$ cat src/rtl/alu_seq_pkg.sv
// alu_seq_pkg: shared state encoding, mode values and flag bit positions for the ALU sequencer
package alu_seq_pkg;
  typedef enum logic [1:0] {
    ST_IDLE   = 2'd0,
    ST_SETTLE = 2'd1,
    ST_RESP   = 2'd2
  } state_t;
  localparam logic MODE_ARITH = 1'b0;
  localparam logic MODE_LOGIC = 1'b1;
  localparam int FLG_ZA = 4;
  localparam int FLG_ZB = 3;
  localparam int FLG_EQ = 2;
  localparam int FLG_GT = 1;
  localparam int FLG_LT = 0;
endpackage

$ cat src/rtl/alu_cmd_fifo.sv
// alu_cmd_fifo: command FIFO with wrap-bit pointers and a combinational head output
module alu_cmd_fifo #(
  parameter int DEPTH = 4,
  parameter int W = 40
) (
  input  logic         clk,
  input  logic         rst,
  input  logic         push,
  input  logic         pop,
  input  logic [W-1:0] din,
  output logic [W-1:0] dout,
  output logic         full,
  output logic         empty
);
  localparam int AW = $clog2(DEPTH);
  localparam logic [AW:0] ONE = 1;
  logic [W-1:0] mem [DEPTH];
  logic [AW:0] wptr, rptr;
  assign empty = wptr == rptr;
  assign full = (wptr[AW] != rptr[AW]) && (wptr[AW-1:0] == rptr[AW-1:0]);
  assign dout = mem[rptr[AW-1:0]];
  always_ff @(posedge clk or posedge rst)
    if (rst) begin
      wptr <= '0;
      rptr <= '0;
    end else begin
      if (push && !full) wptr <= wptr + ONE;
      if (pop && !empty) rptr <= rptr + ONE;
    end
  always_ff @(posedge clk)
    if (push && !full) mem[wptr[AW-1:0]] <= din;
endmodule

$ cat src/rtl/alu_op_sequencer.sv
// alu_op_sequencer: queues ALU commands, drives registered ALU inputs, captures results after a settle time
module alu_op_sequencer
  import alu_seq_pkg::*;
#(
  parameter int DEPTH = 4,
  parameter int SETTLE_CYCLES = 1,
  parameter int TAG_W = 4
) (
  input  logic             clk,
  input  logic             rst,
  input  logic             cmd_valid,
  output logic             cmd_ready,
  input  logic [15:0]      cmd_a,
  input  logic [15:0]      cmd_b,
  input  logic [2:0]       cmd_opcode,
  input  logic             cmd_mode,
  input  logic [TAG_W-1:0] cmd_tag,
  output logic [15:0]      alu_a,
  output logic [15:0]      alu_b,
  output logic [2:0]       alu_opcode,
  output logic             alu_mode,
  input  logic [31:0]      alu_out,
  input  logic             alu_za,
  input  logic             alu_zb,
  input  logic             alu_eq,
  input  logic             alu_gt,
  input  logic             alu_lt,
  output logic             rsp_valid,
  input  logic             rsp_ready,
  output logic [31:0]      rsp_result,
  output logic [4:0]       rsp_flags,
  output logic [TAG_W-1:0] rsp_tag,
  output logic             busy,
  output logic [15:0]      op_count
);
  localparam int W = 36 + TAG_W;
  localparam int CW = SETTLE_CYCLES > 1 ? $clog2(SETTLE_CYCLES) : 1;
  state_t state, state_n;
  logic full, empty, push, pop, cap, hs;
  logic [W-1:0] head;
  logic [CW-1:0] cnt;
  logic [TAG_W-1:0] tag_r;
  assign cmd_ready = !full;
  assign push = cmd_valid && cmd_ready;
  assign pop = state == ST_IDLE && !empty;
  assign cap = state == ST_SETTLE && cnt == '0;
  assign hs = rsp_valid && rsp_ready;
  assign busy = state != ST_IDLE || !empty;
  alu_cmd_fifo #(.DEPTH(DEPTH), .W(W)) u_fifo (
    .clk(clk),
    .rst(rst),
    .push(push),
    .pop(pop),
    .din({cmd_tag, cmd_mode, cmd_opcode, cmd_b, cmd_a}),
    .dout(head),
    .full(full),
    .empty(empty)
  );
  always_comb begin
    state_n = state;
    state_n = pop ? ST_SETTLE : cap ? ST_RESP : hs ? ST_IDLE : state;
  end
  always_ff @(posedge clk or posedge rst)
    if (rst) state <= ST_IDLE;
    else state <= state_n;
  always_ff @(posedge clk or posedge rst)
    if (rst) begin
      {tag_r, alu_mode, alu_opcode, alu_b, alu_a} <= '0;
      cnt <= '0;
      rsp_valid <= 1'b0;
      rsp_result <= '0;
      rsp_flags <= '0;
      rsp_tag <= '0;
      op_count <= '0;
    end else begin
      if (pop) begin
        {tag_r, alu_mode, alu_opcode, alu_b, alu_a} <= head;
        cnt <= CW'(SETTLE_CYCLES - 1);
      end else if (state == ST_SETTLE && !cap) cnt <= cnt - CW'(1);
      if (cap) begin
        rsp_valid <= 1'b1;
        rsp_result <= alu_out;
        rsp_flags[FLG_ZA] <= alu_za;
        rsp_flags[FLG_ZB] <= alu_zb;
        rsp_flags[FLG_EQ] <= alu_eq;
        rsp_flags[FLG_GT] <= alu_gt;
        rsp_flags[FLG_LT] <= alu_lt;
        rsp_tag <= tag_r;
      end else if (hs) begin
        rsp_valid <= 1'b0;
        op_count <= op_count + 16'd1;
      end
    end
endmodule

$ cat config.mk
export PLATFORM = sky130hd
export DESIGN_NAME = alu_op_sequencer
export DESIGN_NICKNAME = d
export VERILOG_FILES = /design/src/rtl/alu_seq_pkg.sv /design/src/rtl/alu_cmd_fifo.sv /design/src/rtl/alu_op_sequencer.sv
export SDC_FILE = /design/constraint.sdc
export NUM_CORES = 1
export LEC_CHECK = 0
export BUFFER_PORTS_ARGS = -buffer_cell sky130_fd_sc_hd__clkbuf_2
export CAP_MARGIN = 10
export CORE_MARGIN = 2
export CORE_UTILIZATION = 35
export CTS_BUF_LIST = sky130_fd_sc_hd__clkbuf_16
export CTS_CLUSTER_DIAMETER = 40
export DETAILED_ROUTE_END_ITERATION = 8
export GPL_ROUTABILITY_DRIVEN = 0
export PLACE_DENSITY = 0.55
export SLEW_MARGIN = 20
export SYNTH_ARGS = -nofsm -noshare
export SYNTH_HDL_FRONTEND = slang
export SYNTH_HIERARCHICAL = 1
export SYNTH_SLANG_ARGS = --single-unit
$ cat constraint.sdc
create_clock -name clk -period 3.3 [get_ports clk]
set_input_delay 0.495 -clock clk [delete_from_list [all_inputs] [get_ports clk]]
set_output_delay 0.495 -clock clk [all_outputs]
set_load 0.01 [all_outputs]
* Yosys cells after proc, flatten, opt, wreduce, memory -nomap -nowiden
Memory sizes are Yosys's and may differ from the RTL's. A register that Yosys moved wholly into a read port is not among the register bits. Cells that the tools add are included.
Storage, ports and cells: bits in registers 67, bits in writable memories 160, logic and storage cells 47, memories kept 1
Operators by class: $add $sub $neg 4, eq/ne operators 4, mux-type cells 9, bitwise logic cells 2, reduce and logical (&&, ||, !) cells 18
Memories:
- u_fifo.mem | depth 4, bits a word 40, rd ports 1, clocked after Yosys merged registers in 1, write ports 1, line alu_cmd_fifo.sv:17 | logic [W-1:0] mem [DEPTH];
Operator list (number):
- adder 16 x 1 -> 16 bit, second input constant | 1
- logical AND 1 bit | 8
- adder 3 x 1 -> 3 bit, second input constant | 2
- two-way mux 1 bit | 6
- two-way mux 2 bit | 3
- nonzero test 2 bit | 3
- equality test 3 bit | 1
- zero test 1 bit | 3
- nonzero test 3 bit | 1
- equality test 2 x 1 -> 1 bit, second input constant | 1
- equality test 2 bit | 1
- zero test 2 bit | 1
- inverter 1 bit | 2
- AND reduction 2 bit | 1
- logical OR 1 bit | 1
- != test 1 bit | 1
- subtractor 1 bit, second input constant | 1

* Depth between registers and ports, before layout
depth in word-level cells 7, gate-level depth with buffers 8

* Hierarchy
Netlist, hierarchy kept.
By module, submodules not included:
- alu_cmd_fifo | instances 1, cells an instance 259, area each 6294.8 um^2
- alu_op_sequencer | instances 1, cells an instance 339, area each 3902.5 um^2

* Worst setup path before layout
Ideal clock, no wire load.
kind register -> register, from register u_fifo.rptr[1], to memory u_fifo.mem[3][0] (enable), setup time 0.417 ns, arrival 2.513 ns, data required time 2.883 ns, path slack 0.369 ns, stages on the path, launching flop included 8, path buffers 1, period minus slack after synthesis 2.931 ns, cells stage by stage dfrtp_1 -> buf_2 -> xnor2_1 -> nand3_2 -> inv_1 -> nor2b_1 -> nand2_1 -> a31oi_2
On the way: word-level cells in the longest chain between the ends 7
Ends and longest elaborated chain:
- from (decl) | line alu_cmd_fifo.sv:18 | logic [AW:0] wptr, rptr;
- from (signal assigned) | line alu_cmd_fifo.sv:28 | if (pop && !empty) rptr <= rptr + ONE;
- equality test 2 bit | line alu_cmd_fifo.sv:20 | assign full = (wptr[AW] != rptr[AW]) && (wptr[AW-1:0] == rptr[AW-1:0]);
- logical AND 1 bit | line alu_cmd_fifo.sv:20
- named net full | line alu_op_sequencer.sv:39 | logic full, empty, push, pop, cap, hs;
- zero test 1 bit | line alu_op_sequencer.sv:43 | assign cmd_ready = !full;
- logical AND 1 bit | line alu_op_sequencer.sv:44 | assign push = cmd_valid && cmd_ready;
- named net push | line alu_op_sequencer.sv:39
- logical AND 1 bit | line alu_cmd_fifo.sv:31 | if (push && !full) mem[wptr[AW-1:0]] <= din;
- two-way mux 1 bit | line alu_cmd_fifo.sv:31
- two-way mux 1 bit (implied by the code) | line alu_cmd_fifo.sv:31
- to (decl) | line alu_cmd_fifo.sv:17
The timed path passes the listed nets, and every way through them passes these cells.

* Final worst setup path
from register u_fifo.rptr[0], to output busy
On the way: word-level cells in the longest chain between the ends 3
Ends and longest elaborated chain:
- equality test 3 bit | line alu_cmd_fifo.sv:19 | assign empty = wptr == rptr;
- named net empty | line alu_op_sequencer.sv:39
- zero test 1 bit | line alu_op_sequencer.sv:48 | assign busy = state != ST_IDLE || !empty;
- logical OR 1 bit | line alu_op_sequencer.sv:48
- to (decl) | line alu_op_sequencer.sv:33 | output logic busy,
The timed path passes the listed nets, and every way through them passes these cells.

==> metrics.md <==
| Metric | Value |
|---|---|
| IO Port Bufs | `176` |
| Violation count after the first detailed-routing iteration | `292` |
| Reg2reg setup slack | `940 ps` |
| Ratio of total power to cell area | `1030 mW/mm2` |
| Final HPWL DP | `12.6 mm` |
| Peak per-stage delay on the critical path | `500 ps` |
| Pins over their slew limit | `0` |
| Outcome | `finished clean` |
| Number of iterations in the first detailed-routing pass | `4` |
| Layout overhead on the synthesized area | `28.3%` |
| Critical path buffer and inverter count | `1` |
| Number of synthesized flops with an enable pin | `160` |
| Die H | `175 um` |
| Master cell of the clock root buffer | `clkbuf_16` |
| Mapped Nets | `685` |
| Worst voltage drop across the vdd grid | `0.000604 V` |
| Number of antenna violations at the first check in global routing | `0` |
| Sequential fraction of the synthesis area | `73.4%` |
| Leak | `5.37 nW` |
| First-pass GRT wire length | `33.3 mm` |
| Cell area after layout | `0.0131 mm2` |
| CP Capture Type | `primary output` |
| Clock latency of the later-clocked register in the worst-skew pair | `530 ps` |
| Max_cap viols | `0` |
| Vias | `5,672` |
| Postcts setup bufs | `0` |
| Cell-internal power | `9.30 mW` |
| Synth async-reset ratio | `40.1%` |
| Top fanout value on the critical path | `6` |
| Number of ports placed on the die boundary | `177` |
| Reg-to-reg startpoint | `u_fifo/wptr[2]` |
| Overall Global Routing Usage | `14.1%` |
| Final period demand of the worst path | `2590 ps` |
| Share of the synthesized area in the top cell type | `47.1%` |
| Family with the most delay on the worst path | `simple AND/OR/NAND/NOR gates` |
| Unique masters post-synth | `38` |
| H-tree Lvls | `2` |
| Most numerous cell types in the synthesized netlist | `160 x edfxtp_1, 133 x nand2_1, 107 x dfrtp_1` |
| Die Area | `0.0305 mm2` |
| Number of diodes added for antenna fixing | `0` |
| Average via count per standard cell | `4.63` |
| Routed length per placed instance | `17.2 um` |
| Count of cells resized by post-cts repair | `0` |
| Critical path cell sequence | `xor2_2 -> nor3_1 -> nor2b_1 -> nand2b_1 -> clkbuf_2` |
| Number of storage elements in the synthesis netlist | `267` |
| Initial Utilization | `35.5%` |
| Count of nets after finishing | `895` |
| Total negative setup slack | `0 ps` |
| Ys flop type | `edfxtp_1` |
| Clock-pin slew of the registers on the worst-case setup and hold paths | `60 ps` |
| Most used standard cell by instance count after synthesis | `edfxtp_1` |
| Kind of path behind the tightest hold check | `input pin to register` |
| ANT nets after route | `0` |
| Sw Share | `31.0%` |
| Element type at the critical path start | `register` |
| Portion of the clock cycle consumed by the worst path in the final layout | `78.4%` |
| Endpoints failing hold | `0` |
| Post-Route WL | `21.1 mm` |
| Max Clock Freq | `0.386 GHz` |
| Aggregate global routing overflow | `0` |
| Setup Skew | `20.6 ps` |
| Number of clock sinks | `267` |
| Rows | `62` |
| Total DRC errors in the routed layout | `0` |
| Share of total power in combinational logic | `28.4%` |
| Type of the worst setup path | `register to primary output` |
| WP data required | `2800 ps` |
| Power, Total | `13.5 mW` |
| Highest-delay cell along the critical path | `dfrtp_4` |
| Clock buffer depth | `3` |
| Worst Reg2Reg Path Length in Cells | `6` |
| Maximum number of pins on one net before global-route repair | `58` |
| CORE AREA | `0.0287 mm2` |
| RSZ-0062 raised after global routing | `no` |
| Ratio of cells with drive above 1 in the final layout | `43.3%` |
| Cell Area, Synth | `0.0102 mm2` |
| Cell type with the largest total area after synthesis | `edfxtp_1` |
| Hold Crit Depth | `3` |
| Die boundary width | `175 um` |
| Warnings, synthesis | `6` |
| Arrival time at the worst endpoint | `2090 ps` |
| Clk network pwr share | `33.3%` |
| Cell types with the largest area share after synthesis | `edfxtp_1 47%, dfrtp_1 26%, mux4_2 8.8%` |
| Beginning of the worst hold path | `alu_za` |
| Number of global-route vias before repair | `6,001` |
| Least-Margin Pin Slew | `890 ps` |
| Final setup violation count | `0` |
| Total CTS buffers | `42` |
| Clock tree from TritonCTS | `done` |
| Switching power of the nets | `4.19 mW` |
| Sequential cell fraction of total power | `38.3%` |
| Cells after synthesis | `598` |
| Instance area at placement | `0.0116 mm2` |
| Worst hold path endpoint | `rsp_flags[4]` |
| Reg-to-reg critical path endpoint | `u_fifo/mem[2][31]` |
| Remaining max-slew budget at the tightest pin | `40.7%` |
| Syn_area_per_cell | `17.1 um2` |
logic make-up after synthesis:
family                     synth area share, %
AOI/OAI and AO/OA                         1.31
xor gates and xnor gates                  2.28
adders and majority gates                0.736
buffers and inverters                     1.74
DFF                                       73.4
muxes                                     13.4
and+or+nand+nor                           7.19
registers in the layout, indices dropped and copies added (netlist names):
| register | cells |
|---|---|
| alu_a | 16 |
| alu_b | 16 |
| alu_mode | 1 |
| alu_opcode | 3 |
| cnt | 1 |
| op_count | 16 |
| rsp_flags | 5 |
| rsp_result | 32 |
| rsp_tag | 4 |
| rsp_valid | 1 |
| state | 2 |
| tag_r | 4 |
| u_fifo/mem | 160 |
| u_fifo/rptr | 3 |
| u_fifo/wptr | 3 |
repair_timing:
action | CTS | global route
endpoints found under the setup margin | 0 | 0
endpoints found under the hold margin | 6 | 0
hold buffers | 1 | 0
layout make-up:
| class | instances | area, um2 |
|---|---|---|
| multi-input combinational | 297 | 2560 |
| timing repair buffer | 189 | 1040 |
| clock buffer | 44 | 1100 |
| inverter | 11 | 43.8 |
| clock inverter | 34 | 370 |
| tap | 384 | 480 |
| fill | 2577 | 15600 |
| sequential | 267 | 7490 |
power by group through the flow:
| stage | clock [mW] | combinational (mW) | sequential [mW] |
|---|---|---|---|
| after floorplan | 0 | 2.38 | 5.37 |
| after global placement | 0 | 3.90 | 5.22 |
| after detailed placement | 0 | 3.93 | 5.24 |
| after CTS | 4.62 | 3.94 | 5.19 |
| after global routing | 4.76 | 4.25 | 5.30 |
| final | 4.49 | 3.83 | 5.17 |
placed cells by master (no fill, tap or decap), types with 8 or more instances in the layout:
| master | synthesis | routed |
|---|---|---|
| clkbuf_2 | 0 | 176 |
| edfxtp_1 | 160 | 160 |
| nand2_1 | 133 | 133 |
| dfrtp_1 | 107 | 105 |
| clkbuf_16 | 0 | 44 |
| mux2_2 | 41 | 41 |
| mux4_2 | 40 | 40 |
| xnor2_1 | 13 | 13 |
| inv_1 | 11 | 13 |
| inv_6 | 0 | 10 |
| nor3_1 | 9 | 8 |
| xor2_1 | 8 | 8 |
worst max path at each step:
stage / start / endpoint / slack (ps) / depth (start not counted)
2_1_floorplan: rst / alu_a[0] / 160 / 1
3_3_place_gp: u_fifo/wptr[0] / u_fifo/mem[2][35] / 950 / 6
3_5_place_dp: u_fifo/wptr[2] / u_fifo/mem[2][36] / 910 / 6
4_1_cts: u_fifo/rptr[0] / busy / 680 / 5
5_1_grt: u_fifo/wptr[0] / busy / 560 / 5
6_report: u_fifo/rptr[0] / busy / 710 / 5
through the flow:
step | cells | utilization, % | setup slack [ps] | hold slack (ps)
after floorplan | 598 | - | 158 | 286
after global placement | 1147 | 40.4 | 947 | 452
after detailed placement | 1147 | 40.4 | 911 | 455
after CTS | 1226 | 45.6 | 685 | 139
after global routing | 1226 | 45.6 | 563 | 157
final | 1226 | 45.6 | 713 | 164
routing by layer:
layer | vias up | routed length [um] | GRT usage, %
li1 | 2635 | - | -
met1 | 2803 | 9110 | 17.9
met2 | 198 | 9790 | 22.9
met3 | 36 | 1770 | 4.81
met4 | 0 | 459 | 4.51
met5 | - | 0 | 0
worst register-to-register path: stages, from the launching register on:
cell     delay (ps)
dfrtp_1         450
xor2_2          260
nand3_2         140
inv_1            60
nor2b_1         320
and3_2          530
buf_12          280
No activity file was read; power rests on OpenSTA's default activity.
